$ cat config.mk
export PLATFORM = sky130hd
export DESIGN_NAME = dcache_ctrl
export DESIGN_NICKNAME = d
export VERILOG_FILES = /design/src/rtl/dcache_pkg.sv /design/src/rtl/dcache_line_merge.sv /design/src/rtl/dcache_ctrl.sv
export SDC_FILE = /design/constraint.sdc
export NUM_CORES = 1
export LEC_CHECK = 0
export ABC_CLOCK_PERIOD_IN_PS = 8800
export BUFFER_PORTS_ARGS = -buffer_cell sky130_fd_sc_hd__buf_2
export CAP_MARGIN = 20
export CORE_AREA = 4 4 146 148
export DETAILED_ROUTE_END_ITERATION = 7
export DIE_AREA = 0 0 150 152
export PLACE_DENSITY = 0.78
export SLEW_MARGIN = 0
export SYNTH_ARGS = -nofsm -noshare
export SYNTH_HDL_FRONTEND = slang
export SYNTH_SLANG_ARGS = --single-unit
$ cat constraint.sdc
create_clock -name i_clk -period 8.8 [get_ports i_clk]
set_clock_uncertainty 0.05 [all_clocks]
set_input_delay 0.44 -clock i_clk [delete_from_list [all_inputs] [get_ports i_clk]]
set_output_delay 0.44 -clock i_clk [all_outputs]
set_load 0.02 [all_outputs]
$ cat src/rtl/dcache_pkg.sv
// -----------------------------------------------------------------------------
// dcache_pkg
//   Shared constants and types for the direct-mapped data-cache controller.
//   - CPU word address split: tag [23:8], index [7:2], word select [1:0].
//   - Line RAM entry (82 bits): bit 0 valid, bit 1 dirty, [17:2] tag,
//     [81:18] four 16-bit data words (word w at DATA_LSB + 16*w).
//   - FSM state encoding for the controller.
//   - Helpers: word extraction from a 64-bit line, saturating 16-bit increment.
// -----------------------------------------------------------------------------
package dcache_pkg;

    localparam int ADDR_W       = 24;
    localparam int TAG_W        = 16;
    localparam int IDX_W        = 6;
    localparam int WSEL_W       = 2;
    localparam int DATA_W       = 16;
    localparam int LDATA_W      = 64;
    localparam int LINE_W       = 82;
    localparam int MADDR_W      = TAG_W + IDX_W;
    localparam int STAT_W       = 16;

    localparam int IDX_LSB      = WSEL_W;
    localparam int TAG_ADDR_LSB = WSEL_W + IDX_W;

    localparam int VALID_BIT    = 0;
    localparam int DIRTY_BIT    = 1;
    localparam int TAG_LSB      = 2;
    localparam int DATA_LSB     = 18;

    typedef enum logic [1:0] {
        ST_IDLE      = 2'd0,
        ST_LOOKUP    = 2'd1,
        ST_WRITEBACK = 2'd2,
        ST_REFILL    = 2'd3
    } state_e;

    // Word sel of a 64-bit line; {sel, 4'b0} is the bit offset sel*16.
    function automatic logic [DATA_W-1:0] line_word(
        input logic [LDATA_W-1:0] line,
        input logic [WSEL_W-1:0]  sel
    );
        return line[{sel, 4'b0000} +: DATA_W];
    endfunction

    function automatic logic [STAT_W-1:0] sat_inc(input logic [STAT_W-1:0] v);
        return (v == {STAT_W{1'b1}}) ? v : v + STAT_W'(1);
    endfunction

endpackage

$ cat src/rtl/dcache_line_merge.sv
// -----------------------------------------------------------------------------
// dcache_line_merge
//   Combinational insertion of one 16-bit word into a 64-bit cache line.
//   Ports:
//     i_line      64-bit source line
//     i_word_sel  2-bit word index to replace
//     i_word      16-bit replacement word
//     o_line      64-bit line with the selected word replaced
// -----------------------------------------------------------------------------
module dcache_line_merge
    import dcache_pkg::*;
(
    input  logic [LDATA_W-1:0] i_line,
    input  logic [WSEL_W-1:0]  i_word_sel,
    input  logic [DATA_W-1:0]  i_word,
    output logic [LDATA_W-1:0] o_line
);

    always_comb begin
        o_line = i_line;
        o_line[{i_word_sel, 4'b0000} +: DATA_W] = i_word;
    end

endmodule

$ cat src/rtl/dcache_ctrl.sv
// -----------------------------------------------------------------------------
// dcache_ctrl
//   Direct-mapped data-cache controller; sole initiator of the 64 x 82-bit
//   line RAM. Serves 16-bit CPU loads/stores, compares tags, writes back dirty
//   victims and refills lines over a 64-bit line-wide memory port.
//
//   Ports:
//     i_clk, i_rst_n            clock, asynchronous active-low reset
//     i_req/i_we/i_addr/i_data  CPU request (held by the CPU until o_ack)
//     o_data/o_ack              load data and one-cycle completion pulse
//     o_ram_addr/o_ram_data/o_ram_we/i_ram_data
//                               line RAM port (1-cycle synchronous read)
//     o_mem_req/o_mem_we/o_mem_addr/o_mem_data/i_mem_data/i_mem_ack
//                               line transfer port (writeback / refill)
//
//   Optional build macro DCACHE_STATS_EN adds o_hit_cnt / o_miss_cnt, two
//   saturating 16-bit counters of LOOKUP hits and misses.
// -----------------------------------------------------------------------------
module dcache_ctrl
    import dcache_pkg::*;
(
    input  logic               i_clk,
    input  logic               i_rst_n,
    input  logic               i_req,
    input  logic               i_we,
    input  logic [ADDR_W-1:0]  i_addr,
    input  logic [DATA_W-1:0]  i_data,
    output logic [DATA_W-1:0]  o_data,
    output logic               o_ack,
    output logic [IDX_W-1:0]   o_ram_addr,
    output logic [LINE_W-1:0]  o_ram_data,
    output logic               o_ram_we,
    input  logic [LINE_W-1:0]  i_ram_data,
    output logic               o_mem_req,
    output logic               o_mem_we,
    output logic [MADDR_W-1:0] o_mem_addr,
    output logic [LDATA_W-1:0] o_mem_data,
    input  logic [LDATA_W-1:0] i_mem_data,
    input  logic               i_mem_ack
`ifdef DCACHE_STATS_EN
    ,
    output logic [STAT_W-1:0]  o_hit_cnt,
    output logic [STAT_W-1:0]  o_miss_cnt
`endif
);

    state_e              state_q, state_d;

    logic [ADDR_W-1:0]   addr_q;
    logic                we_q;
    logic [DATA_W-1:0]   wdata_q;
    logic [TAG_W-1:0]    vic_tag_q;
    logic [LDATA_W-1:0]  vic_data_q;

    logic [TAG_W-1:0]    req_tag;
    logic [IDX_W-1:0]    req_idx;
    logic [WSEL_W-1:0]   req_word;

    logic                ram_valid;
    logic                ram_dirty;
    logic [TAG_W-1:0]    ram_tag;
    logic [LDATA_W-1:0]  ram_line;
    logic                hit;

    logic [LDATA_W-1:0]  merge_base;
    logic [LDATA_W-1:0]  merged_line;

    assign req_tag   = addr_q[TAG_ADDR_LSB +: TAG_W];
    assign req_idx   = addr_q[IDX_LSB +: IDX_W];
    assign req_word  = addr_q[WSEL_W-1:0];

    assign ram_valid = i_ram_data[VALID_BIT];
    assign ram_dirty = i_ram_data[DIRTY_BIT];
    assign ram_tag   = i_ram_data[TAG_LSB +: TAG_W];
    assign ram_line  = i_ram_data[DATA_LSB +: LDATA_W];
    assign hit       = ram_valid && (ram_tag == req_tag);

    // A store merges into the RAM line on a hit, into the fetched line on refill.
    assign merge_base = (state_q == ST_REFILL) ? i_mem_data : ram_line;

    dcache_line_merge u_merge (
        .i_line     (merge_base),
        .i_word_sel (req_word),
        .i_word     (wdata_q),
        .o_line     (merged_line)
    );

    // ---------------- state register ----------------
    always_ff @(posedge i_clk or negedge i_rst_n) begin
        if (!i_rst_n) begin
            state_q <= ST_IDLE;
        end else begin
            state_q <= state_d;
        end
    end

    // ---------------- request / victim capture (data only, no reset) ----------------
    always_ff @(posedge i_clk) begin
        if (state_q == ST_IDLE && i_req) begin
            addr_q  <= i_addr;
            we_q    <= i_we;
            wdata_q <= i_data;
        end
        // The RAM read port may change later, so keep the victim for WRITEBACK.
        if (state_q == ST_LOOKUP) begin
            vic_tag_q  <= ram_tag;
            vic_data_q <= ram_line;
        end
    end

    // ---------------- next-state logic ----------------
    always_comb begin
        state_d = state_q;
        unique case (state_q)
            ST_IDLE: begin
                if (i_req) state_d = ST_LOOKUP;
            end
            ST_LOOKUP: begin
                if (hit)                         state_d = ST_IDLE;
                else if (ram_valid && ram_dirty) state_d = ST_WRITEBACK;
                else                             state_d = ST_REFILL;
            end
            ST_WRITEBACK: begin
                if (i_mem_ack) state_d = ST_REFILL;
            end
            ST_REFILL: begin
                if (i_mem_ack) state_d = ST_IDLE;
            end
            default: state_d = ST_IDLE;
        endcase
    end

    // ---------------- output decode ----------------
    always_comb begin
        o_data     = '0;
        o_ack      = 1'b0;
        o_ram_addr = req_idx;
        o_ram_data = '0;
        o_ram_we   = 1'b0;
        o_mem_req  = 1'b0;
        o_mem_we   = 1'b0;
        o_mem_addr = '0;
        o_mem_data = '0;
        unique case (state_q)
            ST_IDLE: begin
                // Present the index straight away so the read lands in LOOKUP.
                o_ram_addr = i_addr[IDX_LSB +: IDX_W];
            end
            ST_LOOKUP: begin
                if (hit) begin
                    o_ack = 1'b1;
                    if (we_q) begin
                        o_ram_we   = 1'b1;
                        o_ram_data = {merged_line, req_tag, 1'b1, 1'b1};
                    end else begin
                        o_data = line_word(ram_line, req_word);
                    end
                end
            end
            ST_WRITEBACK: begin
                o_mem_req  = 1'b1;
                o_mem_we   = 1'b1;
                o_mem_addr = {vic_tag_q, req_idx};
                o_mem_data = vic_data_q;
            end
            ST_REFILL: begin
                o_mem_req  = 1'b1;
                o_mem_addr = {req_tag, req_idx};
                if (i_mem_ack) begin
                    o_ack      = 1'b1;
                    o_ram_we   = 1'b1;
                    o_ram_data = {(we_q ? merged_line : i_mem_data), req_tag, we_q, 1'b1};
                    if (!we_q) o_data = line_word(i_mem_data, req_word);
                end
            end
            default: ;
        endcase
    end

`ifdef DCACHE_STATS_EN
    logic [STAT_W-1:0] hit_cnt_q, miss_cnt_q;

    always_ff @(posedge i_clk or negedge i_rst_n) begin
        if (!i_rst_n) begin
            hit_cnt_q  <= '0;
            miss_cnt_q <= '0;
        end else if (state_q == ST_LOOKUP) begin
            if (hit) hit_cnt_q  <= sat_inc(hit_cnt_q);
            else     miss_cnt_q <= sat_inc(miss_cnt_q);
        end
    end

    assign o_hit_cnt  = hit_cnt_q;
    assign o_miss_cnt = miss_cnt_q;
`endif

endmodule

==> impl_metrics.env <==
export IMPL_fin_hold_ws_ns=0.146
export IMPL_stdcell_count=1404
export IMPL_cp_arrival_ns=4.18
export IMPL_start_kind="flip-flop"
export IMPL_clockPowerShare=0.244
export IMPL_tns_ns=0
export IMPL_wl_um=31900
export IMPL_ys_seq_elements=123
export IMPL_period_minus_slack_ns=4.67
export IMPL_synthSimpleGateAreaFrac=0.160
export IMPL_cts_buffer_depth=2
export IMPL_tritoncts="yes"
export IMPL_min_from="i_data[9]"
export IMPL_clkTransAtPathRegs_ns=0.06
export IMPL_syn_area_per_cell_sq_um=10.3
export IMPL_synth_compound_area_frac=0.187
export IMPL_p_int_w=0.00172
export IMPL_maxSlewHeadroom=0.262
export IMPL_yosysWarnings=0
export IMPL_maxCapViolCount=0
export IMPL_synth_adder_area_share=0.00789
export IMPL_postCtsSetupRepairBufs=0
export IMPL_ys_types=47
export IMPL_fp_dieH_um=152
export IMPL_post_route_period_util=0.530
export IMPL_start_util=0.396
export IMPL_clk_latency_ns=0.41
export IMPL_antenna_found_initial=3
export IMPL_mostFrequentLayoutCell="buf_2"
export IMPL_synth_xor_area_frac=0.0144
export IMPL_grt_max_degree=84
export IMPL_whs_endpoint="wdata_q[9]"
export IMPL_wl_met3_um=4030
export IMPL_nets=1316
export IMPL_syn_area_sq_um=7930
export IMPL_total_power_w=0.00303
export IMPL_htree_levels=4
export IMPL_firstDrtPassIters=5
export IMPL_grt_setup_unrepaired="no"
export IMPL_cp_required_ns=8.31
export IMPL_hpwl_um=23400
export IMPL_ys_seq_area_frac=0.464
export IMPL_syn_nets=967
export IMPL_port_buffer_count=384
export IMPL_min_path_cells=1
export IMPL_leakagePower_nw=4.67
export IMPL_ys_flop_type="edfxtp_1"
export IMPL_die_w_um=150
export IMPL_root_buffer="clkbuf_16"
export IMPL_wl_met1_um=11700
export IMPL_grt_usage=0.269
export IMPL_path_max_fanout=83
export IMPL_swShare=0.431
export IMPL_yosys_mux_area_fraction=0.121
export IMPL_fp_row_count=52
export IMPL_cts_sinks=123
export IMPL_critPathCaptureType="output port"
export IMPL_area_growth_pct=34.8
export IMPL_overflow=0
export IMPL_grt_pass1_vias=7862
export IMPL_hold_viol_final=0
export IMPL_grt_pass1_wl_um=47000
export IMPL_setup_violations=0
export IMPL_status="complete, no violations"
export IMPL_hp_class="in2reg"
export IMPL_r2r_slack_ns=6.01
export IMPL_irDropWorstVdd_uv=136
export IMPL_dr_max_layer_used="met5"
export IMPL_critical_path_class="reg2out"
export IMPL_core_sq_um=20000
export IMPL_drv_slew=0
export IMPL_drc=0
export IMPL_syn_inst=771
export IMPL_avgRoutedWirePerCell_um=22.7
export IMPL_async_flop_share=0.0163
export IMPL_drt_iter0_drc=802
export IMPL_p_sw_w=0.00131
export IMPL_synth_top_family_by_area="compound AO/OA/AOI/OAI gates"
export IMPL_cellPowerDensity_nw_per_um2=283
export IMPL_power_frac_comb=0.481
export IMPL_r2r_end="addr_q[1]"
export IMPL_viasPerCell=5.68
export IMPL_cts_buffers=17
export IMPL_io_pin_count=385
export IMPL_synth_edf_count=121
export IMPL_dieArea_sq_um=22800
export IMPL_antenna_left=0
export IMPL_gp_congestion=0.961
export IMPL_worstMarginPinSlew_ns=1.09
export IMPL_route_met2_wl_um=15000
export IMPL_ff2ff_path_depth=2
export IMPL_seq_power_share=0.275
export IMPL_dp_cells=1368
export IMPL_final_cell_mix="buf_2 (384), edfxtp_1 (121), a21oi_1 (89)"
export IMPL_cts_resized=0
export IMPL_drive_gt1_frac=0.426
export IMPL_vias=7971
export IMPL_max_freq_mhz=214
-- synthesized netlist by cell type (5+ instances only) --
library cell | number | share of area
nor2b_1 | 34 | 0.027
o221ai_1 | 8 | 0.0088
edfxtp_1 | 121 | 0.46
o211ai_1 | 8 | 0.0076
mux2_2 | 6 | 0.0085
ha_1 | 5 | 0.0079
nand2_1 | 50 | 0.024
xor2_1 | 6 | 0.0066
a211oi_1 | 6 | 0.0057
a21boi_0 | 17 | 0.016
o2bb2ai_1 | 8 | 0.0088
a21oi_1 | 89 | 0.056
buf_2 | 9 | 0.0057
mux4_2 | 32 | 0.091
nand2b_1 | 12 | 0.0095
a221oi_2 | 7 | 0.013
o21ai_0 | 87 | 0.055
clkbuf_1 | 48 | 0.023
inv_1 | 23 | 0.011
nor2_1 | 58 | 0.027
and2_1 | 72 | 0.057
buf_1 | 8 | 0.0038
xnor2_1 | 7 | 0.0077
mux2i_1 | 17 | 0.021
-- cell families (layout without fill, tap and decap cells) --
group	Yosys count	count (layout)
muxes	55	55
other	0	1
DFF	123	123
buffers and inverters	90	452
AOI/OAI and AO/OA	246	246
and+or+nand+nor	239	239
adders and majority gates	5	5
xor gates and xnor gates	13	13
-- registers in the layout, indices dropped and copies added (netlist names), named ones only --
signal / flops
state_q: 1
we_q: 1
vic_tag_q: 16
addr_q: 24
wdata_q: 16
vic_data_q: 64
-- power groups by stage --
stage	Combinational (W)	Clock, W	Sequential, W
after floorplan	0.000941	0	0.000821
after global placement	0.00141	0	0.000840
after detailed placement	0.00142	0	0.000844
after CTS	0.00143	0.000747	0.000833
after global routing	0.00155	0.000776	0.000841
final	0.00146	0.000739	0.000831
-- what timing repair did --
| action | in CTS | in global routing |
|---|---|---|
| hold buffers | 1 | 0 |
| endpoints found under the hold margin | 2 | 0 |
| setup endpoints to repair | 0 | 0 |
-- cell type report --
type	count	area, sq um
inverters	23	87.6
clock buffers	17	425
flip-flops and latches	123	3680
diodes	1	2.50
clock inverters	15	189
multi-input cells	558	3910
fillers	1793	9350
well taps	270	338
repair buffers	397	2050
-- worst max-delay path, stage by stage, from the launching register on --
cell     delay (ns)
dfrtp_1        0.93
and2_1         0.23
buf_4          0.33
nand2_4        0.59
nor2_1         0.91
buf_4          0.34
nand2_1        0.08
o21ai_0        0.10
buf_2          0.22
-- through the flow --
| stage | setup WS (ns) | util | area (sq um) |
|---|---|---|---|
| after CTS | 4.10 | 0.531 | 10600 |
| after detailed placement | 4.57 | 0.500 | 10000 |
| after floorplan | 4.94 | - | 7930 |
| after global placement | 4.70 | 0.500 | 10000 |
| after global routing | 3.79 | 0.534 | 10700 |
| final | 4.13 | 0.534 | 10700 |
-- how the worst max path moves through the flow --
| stage | cells after the start | slack, ns | from | end |
|---|---|---|---|---|
| 6_report | 8 | 4.13 | flip-flop | o_data[1] |
| 5_1_grt | 8 | 3.79 | flip-flop | o_data[5] |
| 4_1_cts | 8 | 4.10 | flip-flop | o_data[1] |
| 3_5_place_dp | 8 | 4.57 | flip-flop | o_data[1] |
| 3_3_place_gp | 8 | 4.70 | flip-flop | o_data[14] |
| 2_1_floorplan | 5 | 4.94 | flip-flop | o_ram_data[59] |
-- layer usage --
layer  up-vias  global-route usage
li1       3522                   -
met1      3687               0.335
met2       663               0.441
met3        95              0.0813
met4         4               0.100
met5         -                   0
No activity file was read; power rests on OpenSTA's default activity.
